File: src/rtl/riscv_writeback_stage.sv
// Writeback stage: result select, load extract, GPR write strobe.
// Optional retired-instruction counter behind RISCV_WB_INSTRET_EN.
module riscv_writeback_stage #(
  parameter int DATA_W     = 32,
  parameter int REG_ADDR_W = 5
) (
  input  logic                  clk,
  input  logic                  rst,
  input  logic                  mem_valid,
  output logic                  mem_ready,
  input  logic                  mem_rd_we,
  input  logic [REG_ADDR_W-1:0] mem_rd,
  input  logic [1:0]            mem_wb_sel,
  input  logic [2:0]            mem_funct3,
  input  logic [DATA_W-1:0]     mem_alu_result,
  input  logic [DATA_W-1:0]     mem_pc_plus4,
  input  logic [DATA_W-1:0]     mem_imm,
  input  logic                  dmem_rvalid,
  input  logic [DATA_W-1:0]     dmem_rdata,
  output logic                  reg_write_en,
  output logic [REG_ADDR_W-1:0] reg_write_dest,
  output logic [DATA_W-1:0]     reg_write_data
`ifdef RISCV_WB_INSTRET_EN
  ,
  output logic [63:0]           instret
`endif
);

  typedef enum logic {IDLE, WAIT_LOAD} state_e;

  state_e                  state_q, state_d;
  logic                    rd_we_q, rd_we_d;
  logic [REG_ADDR_W-1:0]   rd_q, rd_d;
  logic [2:0]              funct3_q, funct3_d;
  logic [1:0]              off_q, off_d;
  logic                    en_q, en_d;
  logic [REG_ADDR_W-1:0]   dest_q, dest_d;
  logic [DATA_W-1:0]       data_q, data_d;

  logic              xfer;
  logic              is_load;
  logic [7:0]        ld_byte;
  logic [15:0]       ld_half;
  logic [DATA_W-1:0] ld_data;
  logic [DATA_W-1:0] nl_data;

  assign mem_ready = (state_q == IDLE) && !rst;
  assign xfer      = mem_valid && mem_ready;
  assign is_load   = (mem_wb_sel == 2'b01);

  always_comb begin
    ld_byte = dmem_rdata[7:0];
    unique case (off_q)
      2'd0: ld_byte = dmem_rdata[7:0];
      2'd1: ld_byte = dmem_rdata[15:8];
      2'd2: ld_byte = dmem_rdata[23:16];
      2'd3: ld_byte = dmem_rdata[31:24];
    endcase
    ld_half = off_q[1] ? dmem_rdata[31:16] : dmem_rdata[15:0];
    unique case (funct3_q)
      3'b000:  ld_data = {{24{ld_byte[7]}}, ld_byte};
      3'b100:  ld_data = {24'd0, ld_byte};
      3'b001:  ld_data = {{16{ld_half[15]}}, ld_half};
      3'b101:  ld_data = {16'd0, ld_half};
      default: ld_data = dmem_rdata;
    endcase
  end

  always_comb begin
    nl_data = mem_alu_result;
    unique case (mem_wb_sel)
      2'b10:   nl_data = mem_pc_plus4;
      2'b11:   nl_data = mem_imm;
      default: nl_data = mem_alu_result;
    endcase
  end

  always_comb begin
    state_d  = state_q;
    rd_we_d  = rd_we_q;
    rd_d     = rd_q;
    funct3_d = funct3_q;
    off_d    = off_q;
    en_d     = 1'b0;
    dest_d   = dest_q;
    data_d   = data_q;
    unique case (state_q)
      IDLE: begin
        if (xfer && is_load) begin
          rd_we_d  = mem_rd_we;
          rd_d     = mem_rd;
          funct3_d = mem_funct3;
          off_d    = mem_alu_result[1:0];
          state_d  = WAIT_LOAD;
        end else if (xfer) begin
          en_d   = mem_rd_we && (mem_rd != '0);
          dest_d = mem_rd;
          data_d = nl_data;
        end
      end
      WAIT_LOAD: begin
        if (dmem_rvalid) begin
          en_d    = rd_we_q && (rd_q != '0);
          dest_d  = rd_q;
          data_d  = ld_data;
          state_d = IDLE;
        end
      end
      default: state_d = IDLE;
    endcase
  end

  always_ff @(posedge clk) begin
    if (rst) begin
      state_q  <= IDLE;
      rd_we_q  <= 1'b0;
      rd_q     <= '0;
      funct3_q <= '0;
      off_q    <= '0;
      en_q     <= 1'b0;
      dest_q   <= '0;
      data_q   <= '0;
    end else begin
      state_q  <= state_d;
      rd_we_q  <= rd_we_d;
      rd_q     <= rd_d;
      funct3_q <= funct3_d;
      off_q    <= off_d;
      en_q     <= en_d;
      dest_q   <= dest_d;
      data_q   <= data_d;
    end
  end

  assign reg_write_en   = en_q;
  assign reg_write_dest = dest_q;
  assign reg_write_data = data_q;

`ifdef RISCV_WB_INSTRET_EN
  // Silent completions (rd==0, rd_we==0) still retire.
  logic        complete;
  logic [63:0] instret_q, instret_d;

  assign complete = ((state_q == IDLE) && xfer && !is_load)
                 || ((state_q == WAIT_LOAD) && dmem_rvalid);

  always_comb begin
    instret_d = instret_q;
    if (complete) instret_d = instret_q + 64'd1;
  end

  always_ff @(posedge clk) begin
    if (rst) instret_q <= '0;
    else     instret_q <= instret_d;
  end

  assign instret = instret_q;
`endif

endmodule
File: config.mk
export PLATFORM = sky130hd
export DESIGN_NAME = riscv_writeback_stage
export DESIGN_NICKNAME = d
export VERILOG_FILES = /design/src/rtl/riscv_writeback_stage.sv
export SDC_FILE = /design/constraint.sdc
export NUM_CORES = 1
export LEC_CHECK = 0
export CORE_MARGIN = 3
export CORE_UTILIZATION = 40
export DETAILED_ROUTE_END_ITERATION = 8
export PLACE_DENSITY_LB_ADDON = 0.05
export SLEW_MARGIN = 20
export SYNTH_ARGS = -nofsm -noshare
export SYNTH_HDL_FRONTEND = slang
export SYNTH_SLANG_ARGS = --single-unit
File: constraint.sdc
create_clock -name clk -period 3.4 [get_ports clk]
set_input_delay 0.68 -clock clk [delete_from_list [all_inputs] [get_ports clk]]
set_output_delay 0.68 -clock clk [all_outputs]
set_load 0.03 [all_outputs]
== Word-level counts from Yosys, hierarchy flattened ==
Cells that the tools add are included.
Word-level totals
  flip-flop bits (word level): 50
  latch bits: 0
  bits in writable memories: 0
  memory bits (read-only): 0
  input bits: 143
  memories kept: 0
Cells by class
  add/sub/neg operators: 0
  $mul: 0
  div/mod/pow operators: 0
  $lt $le $gt $ge: 0
  equality and inequality tests: 12
  shift-type cells: 0
  mux-type cells: 19
  bitwise gates (word level): 1
  reduce and logical (&&, ||, !) cells: 12
Operators with widths (number)
  32-bit case mux with 2 select lines: 2
  32-bit case mux with 4 select lines: 1
  32-bit two-way mux: 3
  8-bit case mux with 4 select lines: 1
  16-bit two-way mux: 1
  5-bit two-way mux: 3
  5-bit case mux with 2 select lines: 1
  5-bit nonzero test: 2
  2-bit equality test (second input constant): 4
  3-bit equality test (second input constant): 2
  2-bit != test (second input constant): 3
  1-bit logical AND: 5
  1-bit two-way mux: 5
  2-bit by 1-bit equality test with 1-bit output (second input constant): 2
  1-bit case mux with 2 select lines: 2
  3-bit by 1-bit equality test with 1-bit output (second input constant): 1
  3-bit logical NOT: 1
  3-bit AND reduction: 1
  2-bit logical NOT: 1
  2-bit AND reduction: 1
  1-bit logical NOT: 1
  1-bit inverter: 1

== Longest topological paths before layout ==
  depth in word-level cells: 6
  gate-level depth with buffers: 8
  depth with buffers taken out: 5

== Least setup slack after synthesis ==
OpenSTA, ideal clock, no wires.
  path type: input -> register
  start point: in rst
  end point: reg data_q[12] (netlist: reg_write_data[12])
  setup time: 70 ps
  data arrival time: 1861 ps
  path slack: 1469 ps
  stages: 7
  cell sequence: clkbuf_1 > nor2_4 > a32o_1 > buf_2 > o21ai_0 > a21o_1 > a21oi_1
Between the ends
  cells in the longest elaborated chain, start to end: 6
  elaborated cells between the ends (all ways): 7
  those cells by class: eq/ne: 2; reduce/logical: 5
Ends and longest elaborated chain
  start, declared: RTL line 8  | input logic rst,
  1-bit logical NOT *: RTL line 47  | assign mem_ready = (state_q == IDLE) && !rst;
  1-bit logical AND *: RTL line 47
  via mem_ready: RTL line 10  | output logic mem_ready,
  1-bit logical AND *: RTL line 48  | assign xfer = mem_valid && mem_ready;
  1-bit logical AND: RTL line 89  | if (xfer && is_load) begin
  2-bit != test (no line)
  3-bit AND reduction (no line) *
  end signal, assigned: RTL line 131  | data_q <= data_d;
  end, declared: RTL line 38  | logic [DATA_W-1:0] data_q, data_d;
The timed path passes the listed nets; every way through them passes the cells marked *.
A chain may end at the register's enable or synchronous reset.

== Worst setup path after layout ==
  start point: in rst
  end point: out mem_ready
Between the ends
  cells in the longest elaborated chain, start to end: 2
Ends and longest elaborated chain (RTL line)
  1-bit logical NOT: 47
  1-bit logical AND: 47
  end, declared: 10
No other way between the ends.

==> key figures <==
Timing
  • Hold Vio Cnt, Final: 0
  • RSZ-0062 raised after global routing: no
  • Setup TNS: 0 ps
  • Peak Freq: 0.4270 GHz
  • Min cycle time layout: 2342 ps
  • Worst Tran Pin Value: approximately 830 ps
  • Clock Skews: between 10 and 15 ps
  • Slew Limit Fails: 0
  • Worst slew margin: approximately 44%
  • Period utilisation layout: 68.88%
  • Worst Hold Margin: approximately 460 ps
  • Endpoints failing setup: 0

Routing
  • Wire per inst: 17.16 um
  • DR vias/cell: 5.444
  • Post-route DRC: 0
  • Post-DRT Antenna Nets: 0
  • Initial DRC Count: 137
  • 1st-pass router iterations: 4
  • WL final: between 10,000 and 15,000 um
  • Vias: 3,631

GRT
  • Total track usage: 23.75%
  • First-pass GRT wire length: 17,240 um
  • GR met1 Demand/Resource: 28.32%
  • Vias in the first global route: 3,533
  • GRT overflow: 0
  • GR Layer Usage met3: between 6 and 7%
  • Met2 GRT Util: 42.30%
  • Pin count of the biggest net entering global routing: 51
  • Initial antenna violation count: 0
  • GRT busiest layer: met2

Layout
  • Final nets: 707
  • Fraction of layout cells with a size suffix above 1: 4.956%
  • Fill cells: 719
  • Ant diodes: 0
  • Layout Area Growth over Synthesis: 58.68%

Setup path
  • Reg2reg setup slack: 1130 ps
  • Worst path arrival time: 1660 ps
  • R2R cell count: 5
  • Crit path launch type: primary input
  • RR Startpoint: off_q[1]
  • Worst Path Required: about 2700 ps
  • CP Capture Type: output port
  • Crit path max fanout: 5
  • WS Path Type: in -> out
  • FF-to-FF End: reg_write_data[19]

Clock tree
  • Clock-pin slew reported for the worst setup and hold paths after clock tree synthesis: ~100 ps
  • Num CTS Buffers: 5
  • CTS tree: yes
  • Clock Root Buffer: clkbuf_8
  • Clock tree sinks: 50
  • Post-CTS Resized: 0
  • Post-CTS setup buffer count: 0
  • Clk buf depth: 2
  • Hold_buf cts: 0
  • Worst skew pair latency: 320 ps
  • CTS H-Tree Depth: 2

Synth
  • Cell variety after synth: 39
  • Syn avg cell area: a little over 8 um2
  • Sequential share of the synthesized area: 30.52%
  • Ys Warns: 0
  • Post-synthesis cell count: 405
  • Synthesized Nets: 548
  • Mapped Area: 3279 um2
  • #FFs+latches synth: 50

Floorplanning
  • Io pins: approximately 180
  • Die width: 96.55 um
  • Row Count: 32
  • Die area: 9321 um2
  • Core ar.: 7848 um2
  • Die Y: 96.55 um
  • Starting density of the core: a little over two fifths

Run status
  • Status: finished, final reports clean

Hold path
  • Hold Path Class: reg -> reg
  • Hold depth: 2
  • Hold EP: reg_write_data[23]
  • Hold_sp: reg_write_data[23]

Placed design
  • DP HPWL: 8875 um
  • Count of buffers from port buffering: 181
  • Routability cong.: 0.8552

Power and ir drop
  • Proportion of power drawn by flip-flops and latches: 41.7%
  • Final Total Pwr: 1529 uW
  • Switching power: 478.7 uW
  • Switching Fraction: 31.32%
  • Combinational fraction of design power: 33.1%
  • Fraction of power consumed by the clock network: 25.2%
  • Pwr dens: between 200 and 300 nW/um2
  • Pleak: roughly 0.002 uW
  • Int Pwr: ~1000 uW
  • Maximum VDD drop: 0.1958 mV

Job
  • Max_cap viols: 0
-- cell usage in the layout (no fill, tap or decap), types with 2 or more instances in the layout --
cell type	n
buf_4	7
buf_2	2
a311oi_1	7
nor3_1	3
o21ai_1	10
a211o_1	7
o211ai_1	9
a21o_1	8
nand2b_1	3
nand2_1	27
a21oi_1	36
a22o_1	8
clkbuf_8	5
nor2_1	60
a211oi_1	21
and2_1	16
a2bb2oi_1	7
clkdlybuf4s50_1	179
dfxtp_1	50
o21ai_0	14
mux2i_1	57
a22oi_1	8
-- area by class of cell --
class	instances	area (um2)	share of cell area (%)
multi-input cells	317	2100	40.35
repair buffers	189	1874	36.02
flip-flops and latches	50	1001	19.24
well taps	102	127.6	2.453
clock buffers	5	68.82	1.322
clock inverters	3	28.78	0.5530
inverters	1	3.754	0.07213
-- state kept, by name (all words and copies together) (netlist names) --
register and flops:
rd_q 5, state_q 1, off_q 2, rd_we_q 1
funct3_q 3, reg_write_en 1, reg_write_data 32, reg_write_dest 5
-- synth_stat cells --
cell,n,area (um2)
a21oi_2,1,8.760
clkinv_1,1,3.750
o211ai_1,9,67.56
and2_1,16,100.1
nor2_4,1,11.26
nand2_1,27,101.4
a22o_1,8,70.07
a21oi_1,36,180.2
mux2_4,1,15.01
o21ai_1,10,50.05
a32o_1,1,10.01
a21o_1,8,60.06
mux2i_1,57,570.6
a22oi_1,8,60.06
clkbuf_1,18,67.56
nor2b_1,2,12.51
nor3_1,3,15.01
buf_2,12,60.06
or2_2,1,6.260
a32oi_1,1,8.760
buf_4,4,30.03
buf_6,2,22.52
a2bb2oi_1,7,61.31
nand4b_1,1,8.760
clkbuf_2,1,5.000
a41oi_1,1,8.760
a211o_1,7,61.31
nand2_2,1,6.260
dfxtp_1,50,1001
nand4_1,1,6.260
o41a_1,1,11.26
a311oi_1,7,61.31
nor2_1,60,225.2
nand2b_1,3,18.77
a211oi_1,21,157.7
o21ai_0,14,70.07
o41ai_4,1,27.53
mux2_2,1,11.26
nor2_2,1,6.260
-- power by group through the flow --
stage | clock network (uW) | registers, uW | logic, uW
after global routing | 407 | 642 | 545
after global placement | 0 | 650 | 497
after detailed placement | 0 | 651 | 504
after floorplan | 0 | 703 | 181
after CTS | 390 | 638 | 507
final | 386 | 638 | 505
-- per-layer routing --
layer / vias up / wire length (um)
met5: - / 0
met4: 0 / 197
met3: 18 / 1174
met2: 172 / 5557
met1: 1645 / 4516
li1: 1796 / -
-- cell families after synthesis --
family	Yosys count	synth area share (%)
AOI/OAI and AO/OA	141	29.72
and+or+nand+nor	117	15.80
muxes	59	18.20
DFF	50	30.52
buffers and inverters	38	5.761
-- metrics by stage --
stage / cell area, um2 / instances / utilization (%) / worst slack (ps)
3_3_place_gp: 5104 / 659 / 65.04 / 814.3
2_1_floorplan: 3279 / 405 / - / 1469
6_report: 5204 / 667 / 66.31 / 1058
5_1_grt: 5204 / 667 / 66.31 / 902.5
4_1_cts: 5201 / 667 / 66.28 / 1018
3_5_place_dp: 5104 / 659 / 65.04 / 680.4
-- worst max-delay path, cell delays in order --
cell             delay [ps]
buf_2                   130
nor2_4                  150
clkdlybuf4s50_1         700
-- worst max path at each step --
stage,start,end,slack (ps),cells after the start
2_1_floorplan,rst,reg_write_data[12],1470,7
3_3_place_gp,mem_wb_sel[1],reg_write_data[31],810,5
3_5_place_dp,mem_wb_sel[1],reg_write_data[16],680,5
4_1_cts,mem_wb_sel[1],reg_write_data[16],1020,5
5_1_grt,dmem_rdata[31],reg_write_data[21],900,6
6_report,rst,mem_ready,1060,3
(Power assumes the default switching activity.)
==> edit 1, RTL diff (same settings) <==
The parameter `REG_ADDR_W` goes from 5 to 7.
--- a/src/rtl/riscv_writeback_stage.sv
+++ b/src/rtl/riscv_writeback_stage.sv
@@ -3,5 +3,5 @@
 module riscv_writeback_stage #(
   parameter int DATA_W     = 32,
-  parameter int REG_ADDR_W = 5
+  parameter int REG_ADDR_W = 7
 ) (
   input  logic                  clk,
Interface: changed (resized mem_rd and reg_write_dest); port bits go from 182 to 186. No check against the original RTL was run, so the function may have changed too.
==> edit 1 against the original RTL <==
Clock skew fell by 0.0033 ns. Total power is 6.2% higher. First-iteration DRC count rose by 57%. Cell area rose by 3.1%. Worst setup slack worse by 0.28 ns. Area after synthesis grew 4.9%. Sequential power increased by 8.9%. Sequential cell count is 4 higher. Hold slack improved by 0.0058 ns. Wire length increased by 8.5%.
==> edit 1: results (changes against the original RTL) <==
\begin{tabular}{lr}
\hline
Metric & Value \\
\hline
\multicolumn{2}{l}{\textbf{Outcome}} \\
\quad Outcome & finished clean (unchanged) \\
\multicolumn{2}{l}{\textbf{GRT}} \\
\quad Wire length of the first global-routing pass & 19,300 um (was 17,200 um) \\
\quad Maximum number of pins on one net before global-route repair & 65 (was 51) \\
\quad M1 GR Usage & 33.1\% (was 28.3\%) \\
\quad Grt met2 use & 40.5\% (was 42.3\%) \\
\quad Number of global-route vias before repair & 3,686 (was 3,533) \\
\multicolumn{2}{l}{\textbf{Setup path}} \\
\quad Arrival time of the worst setup path & 1.94 ns (was 1.66 ns) \\
\quad Reg-to-reg critical path endpoint & reg\_write\_data[17]\$\_SDFFE\_PP0P\_ (was reg\_write\_data[19]\$\_SDFFE\_PP0P\_) \\
\quad Crit-path max cell delay & 0.82 ns (was 0.70 ns) \\
\quad Crit Path Max Fanout & 18 (was 5) \\
\quad Family of cells with the greatest summed delay on the critical path & flip-flops (was buffers and inverters) \\
\quad Slowest cell on the critical path & dfxtp\_1 (was clkdlybuf4s50\_1) \\
\quad Worst setup slack for register-to-register paths & 0.95 ns (was 1.13 ns) \\
\multicolumn{2}{l}{\textbf{Placed design}} \\
\quad Post-DP HPWL & 9630 um (was 8880 um) \\
\quad Worst setup slack after placement & 0.575 ns (was 0.680 ns) \\
\quad Port Buffer Count & 185 (was 181) \\
\quad Placement Cell Area & 5270 um2 (was 5100 um2) \\
\quad Placed Cells incl. Taps & 696 (was 659) \\
\multicolumn{2}{l}{\textbf{STA}} \\
\quad Max Clock Skew & 0.00772 ns (was 0.0110 ns) \\
\quad Clock period minus final worst setup slack & 2.62 ns (was 2.34 ns) \\
\quad Slew margin rel. & 38.1\% (was 44.4\%) \\
\multicolumn{2}{l}{\textbf{Pwr}} \\
\quad Cell-internal power & 1.12 mW (was 1.05 mW) \\
\quad Peak supply drop & 0.194 mV (was 0.196 mV) \\
\quad Leakage & 1.94 nW (was 2.00 nW) \\
\quad Combinational share of power & 34.0\% (was 33.1\%) \\
\multicolumn{2}{l}{\textbf{Final layout}} \\
\quad Fraction of final layout cells with drive strength greater than 1 & 4.17\% (was 4.96\%) \\
\quad Final net count & 743 (was 707) \\
\quad Count of filler cells inserted in the layout & 735 (was 719) \\
\multicolumn{2}{l}{\textbf{Route}} \\
\quad Number of design-rule violations left by the first detailed-router iteration & 215 (was 137) \\
\quad Mean number of vias per cell & 5.48 (was 5.44) \\
\quad WL per Instance & 17.6 um (was 17.2 um) \\
\quad Drt first pass iters & 5 (was 4) \\
\quad Met1 wire length & 5460 um (was 4520 um) \\
\quad Met3 routed WL & 981 um (was 1170 um) \\
\quad Total vias in the final route & 3,856 (was 3,631) \\
\multicolumn{2}{l}{\textbf{Synthesis}} \\
\quad Synth area leaders & dfxtp\_1 (31\%), mux2i\_1 (16\%), a211oi\_1 (7.0\%) (was dfxtp\_1 (31\%), mux2i\_1 (17\%), nor2\_1 (6.9\%)) \\
\quad Number of distinct library cells after synthesis & 40 (was 39) \\
\quad Share of the yosys chip area belonging to registers & 31.4\% (was 30.5\%) \\
\hline
\end{tabular}
[edit 1: cell count changes after synthesis, sizes merged, moves of 9 or more]
cell	unedited run	this run
nor2	62	52
o211ai	9	0
o21ai	24	3
and2	16	0
o22ai	0	24
a211oi	21	32
nand2	28	64
[edit 1: cell families (layout without fill, tap and decap cells)]
group                  count (synthesis)  after routing  synth area share [%]
and+or+nand+nor                      144            144                  18.3
buffers and inverters                 48            210                  6.73
DFF                                   54             54                  31.4
AOI/OAI and AO/OA                    135            135                  26.9
muxes                                 56             56                  16.7
[edit 1: area by class of cell]
| class | instances | area, um2 | share of cell area, % |
|---|---|---|---|
| sequential | 54 | 1080 | 20.1 |
| timing repair buffer | 193 | 1900 | 35.3 |
| clock buffer | 5 | 68.8 | 1.28 |
| tap | 105 | 131 | 2.45 |
| clock inverter | 3 | 26.3 | 0.490 |
| inverter | 9 | 33.8 | 0.630 |
| multi-input combinational | 335 | 2130 | 39.7 |
[edit 1: how the worst min path moves through the flow]
| stage | slack, ns | start | end |
|---|---|---|---|
| global placement | 0.44 | rd_we_q$_SDFFE_PP0N_ | rd_we_q$_SDFFE_PP0N_ |
| detailed placement | 0.45 | rd_we_q$_SDFFE_PP0N_ | rd_we_q$_SDFFE_PP0N_ |
| global route | 0.50 | rd_we_q$_SDFFE_PP0N_ | rd_we_q$_SDFFE_PP0N_ |
| finish | 0.47 | rd_we_q$_SDFFE_PP0N_ | rd_we_q$_SDFFE_PP0N_ |
| CTS | 0.47 | rd_we_q$_SDFFE_PP0N_ | rd_we_q$_SDFFE_PP0N_ |
| floorplan | 0.44 | rd_we_q$_SDFFE_PP0N_ | rd_we_q$_SDFFE_PP0N_ |
[edit 1: worst min-delay path: stages (launching register included)]
cell and delay (ns):
dfxtp_1 0.32, nand2_1 0.05, a21oi_1 0.05
==> edit 2, RTL diff (same flow settings) <==
Made on the original files. Take the reset off `rd_q` and `data_q` and load them in a clocked block of their own.
--- a/src/rtl/riscv_writeback_stage.sv
+++ b/src/rtl/riscv_writeback_stage.sv
@@ -115,20 +115,21 @@
       state_q  <= IDLE;
       rd_we_q  <= 1'b0;
-      rd_q     <= '0;
       funct3_q <= '0;
       off_q    <= '0;
       en_q     <= 1'b0;
       dest_q   <= '0;
-      data_q   <= '0;
     end else begin
       state_q  <= state_d;
       rd_we_q  <= rd_we_d;
-      rd_q     <= rd_d;
       funct3_q <= funct3_d;
       off_q    <= off_d;
       en_q     <= en_d;
       dest_q   <= dest_d;
-      data_q   <= data_d;
     end
+  end
+
+  always_ff @(posedge clk) begin
+    rd_q   <= rd_d;
+    data_q <= data_d;
   end
 
Formal check against the unedited RTL: differs if rst is asserted again (counterexample within 4 cycles, from zero or initial values and one cycle with rst high); with rst held inactive, the same outputs for 4 cycles.
==> edit 2 against the original RTL <==
Via count is 10% lower. Wire length is 11% lower. Register-to-register slack worse by 0.18 ns. First-iteration DRC count is 36% higher. Worst setup slack worse by 0.30 ns. Total power is 6.6% higher. Highest routed layer unchanged. Non-clock buffer count is 1 lower. Critical endpoint unchanged. Critical path depth stayed put. Sequential cell count stayed put. Largest power group unchanged. Maximum frequency is 11% lower. Cell area is 0.41% lower. Area after synthesis is 2.9% lower.
==> edit 2: results (changes against the original RTL) <==
\begin{tabular}{lr}
\hline
Metric & Value \\
\hline
\multicolumn{2}{l}{\textbf{Outcome}} \\
\quad Outcome & finished clean (unchanged) \\
\multicolumn{2}{l}{\textbf{Placed design}} \\
\quad Post-DP HPWL & 8000 um (was 8880 um) \\
\quad Worst setup slack after placement & 0.744 ns (was 0.680 ns) \\
\quad Gp weighted congestion & 0.841 (was 0.855) \\
\multicolumn{2}{l}{\textbf{Final layout}} \\
\quad Combined area of the multi-input logic cells & 1680 um2 (was 2100 um2) \\
\quad Clk tree area frac & 2.56\% (was 1.88\%) \\
\quad Non-clock buffer contribution to total cell area & 36.0\% (about the same) \\
\quad Fraction of final layout cells with drive strength greater than 1 & 5.95\% (was 4.96\%) \\
\quad Sequential cell area & 1370 um2 (was 1000 um2) \\
\quad Number of clock buffers in the layout & 6 (was 5) \\
\quad Non-clock buffer count & 188 (was 189) \\
\quad Final net count & 663 (was 707) \\
\quad Count of inverters other than clock inverters in the layout & 3 (was 1) \\
\quad Multi-input combinational cell count & 272 (was 317) \\
\multicolumn{2}{l}{\textbf{Synthesis}} \\
\quad Number of flops mapped to enable cells by yosys & 37 (was 0) \\
\quad Fraction of the mapped netlist area in compound gates & 20.6\% (was 29.7\%) \\
\quad Number of distinct library cells after synthesis & 36 (was 39) \\
\quad Top cell types by occurrence after synthesis & nor2\_1 (80), a21oi\_1 (50), mux2i\_1 (38), edfxtp\_1 (37), nand2\_1 (23) (was nor2\_1 (60), mux2i\_1 (57), dfxtp\_1 (50), a21oi\_1 (36), nand2\_1 (27)) \\
\quad Ys flop type & edfxtp\_1 (was dfxtp\_1) \\
\quad Syn nets & 494 (was 548) \\
\quad Syn Inst Count & 351 (was 405) \\
\multicolumn{2}{l}{\textbf{GRT}} \\
\quad Global routing usage summed across all routing layers & 21.9\% (was 23.8\%) \\
\quad Met3 Resource Use GR & 6.16\% (was 6.35\%) \\
\quad M1 GR Usage & 26.7\% (was 28.3\%) \\
\quad Grt met2 use & 38.4\% (was 42.3\%) \\
\multicolumn{2}{l}{\textbf{Pwr}} \\
\quad Leakage & 1.99 nW (was 2.00 nW) \\
\quad Peak supply drop & 0.212 mV (was 0.196 mV) \\
\multicolumn{2}{l}{\textbf{Route}} \\
\quad Met1 wire length & 4020 um (was 4520 um) \\
\quad Total routed wirelength & 10,200 um (was 11,400 um) \\
\quad Number of design-rule violations left by the first detailed-router iteration & 186 (was 137) \\
\quad Detailed-routed wire length on met2 & 5190 um (was 5560 um) \\
\quad Met3 routed WL & 899 um (was 1170 um) \\
\multicolumn{2}{l}{\textbf{Setup path}} \\
\quad Crit Path Max Fanout & 3 (was 5) \\
\multicolumn{2}{l}{\textbf{STA}} \\
\quad Slew at the pin with the worst max-slew slack & 0.817 ns (was 0.831 ns) \\
\hline
\end{tabular}
edit 2: where the power goes:
| group | switching (mW) | internal (mW) | leakage, nW |
|---|---|---|---|
| sequential | 0.0140 | 0.693 | 0.446 |
| combinational | 0.197 | 0.259 | 1.48 |
| clock | 0.200 | 0.265 | 0.0665 |
| total | 0.411 | 1.22 | 1.99 |
edit 2: path summary, 6_finish.rpt:
kind | start | cells after the start | to | slack, ns
worst min register to register | rd_we_q$_SDFFE_PP0N_ | 2 | rd_we_q$_SDFFE_PP0N_ | 0.51
worst min-delay path | rd_we_q$_SDFFE_PP0N_ | 2 | rd_we_q$_SDFFE_PP0N_ | 0.51
worst max-delay path | rst | 3 | mem_ready | 0.76
worst max register to register | state_q$_SDFF_PP0_ | 4 | reg_write_data[30]$_DFFE_PP_ | 0.95
edit 2: through the flow:
step	utilization [%]	area, um2
4_1_cts	69.2	5180
3_5_place_dp	67.5	5050
2_1_floorplan	-	3180
5_1_grt	69.2	5180
3_3_place_gp	67.5	5050
6_report	69.2	5180
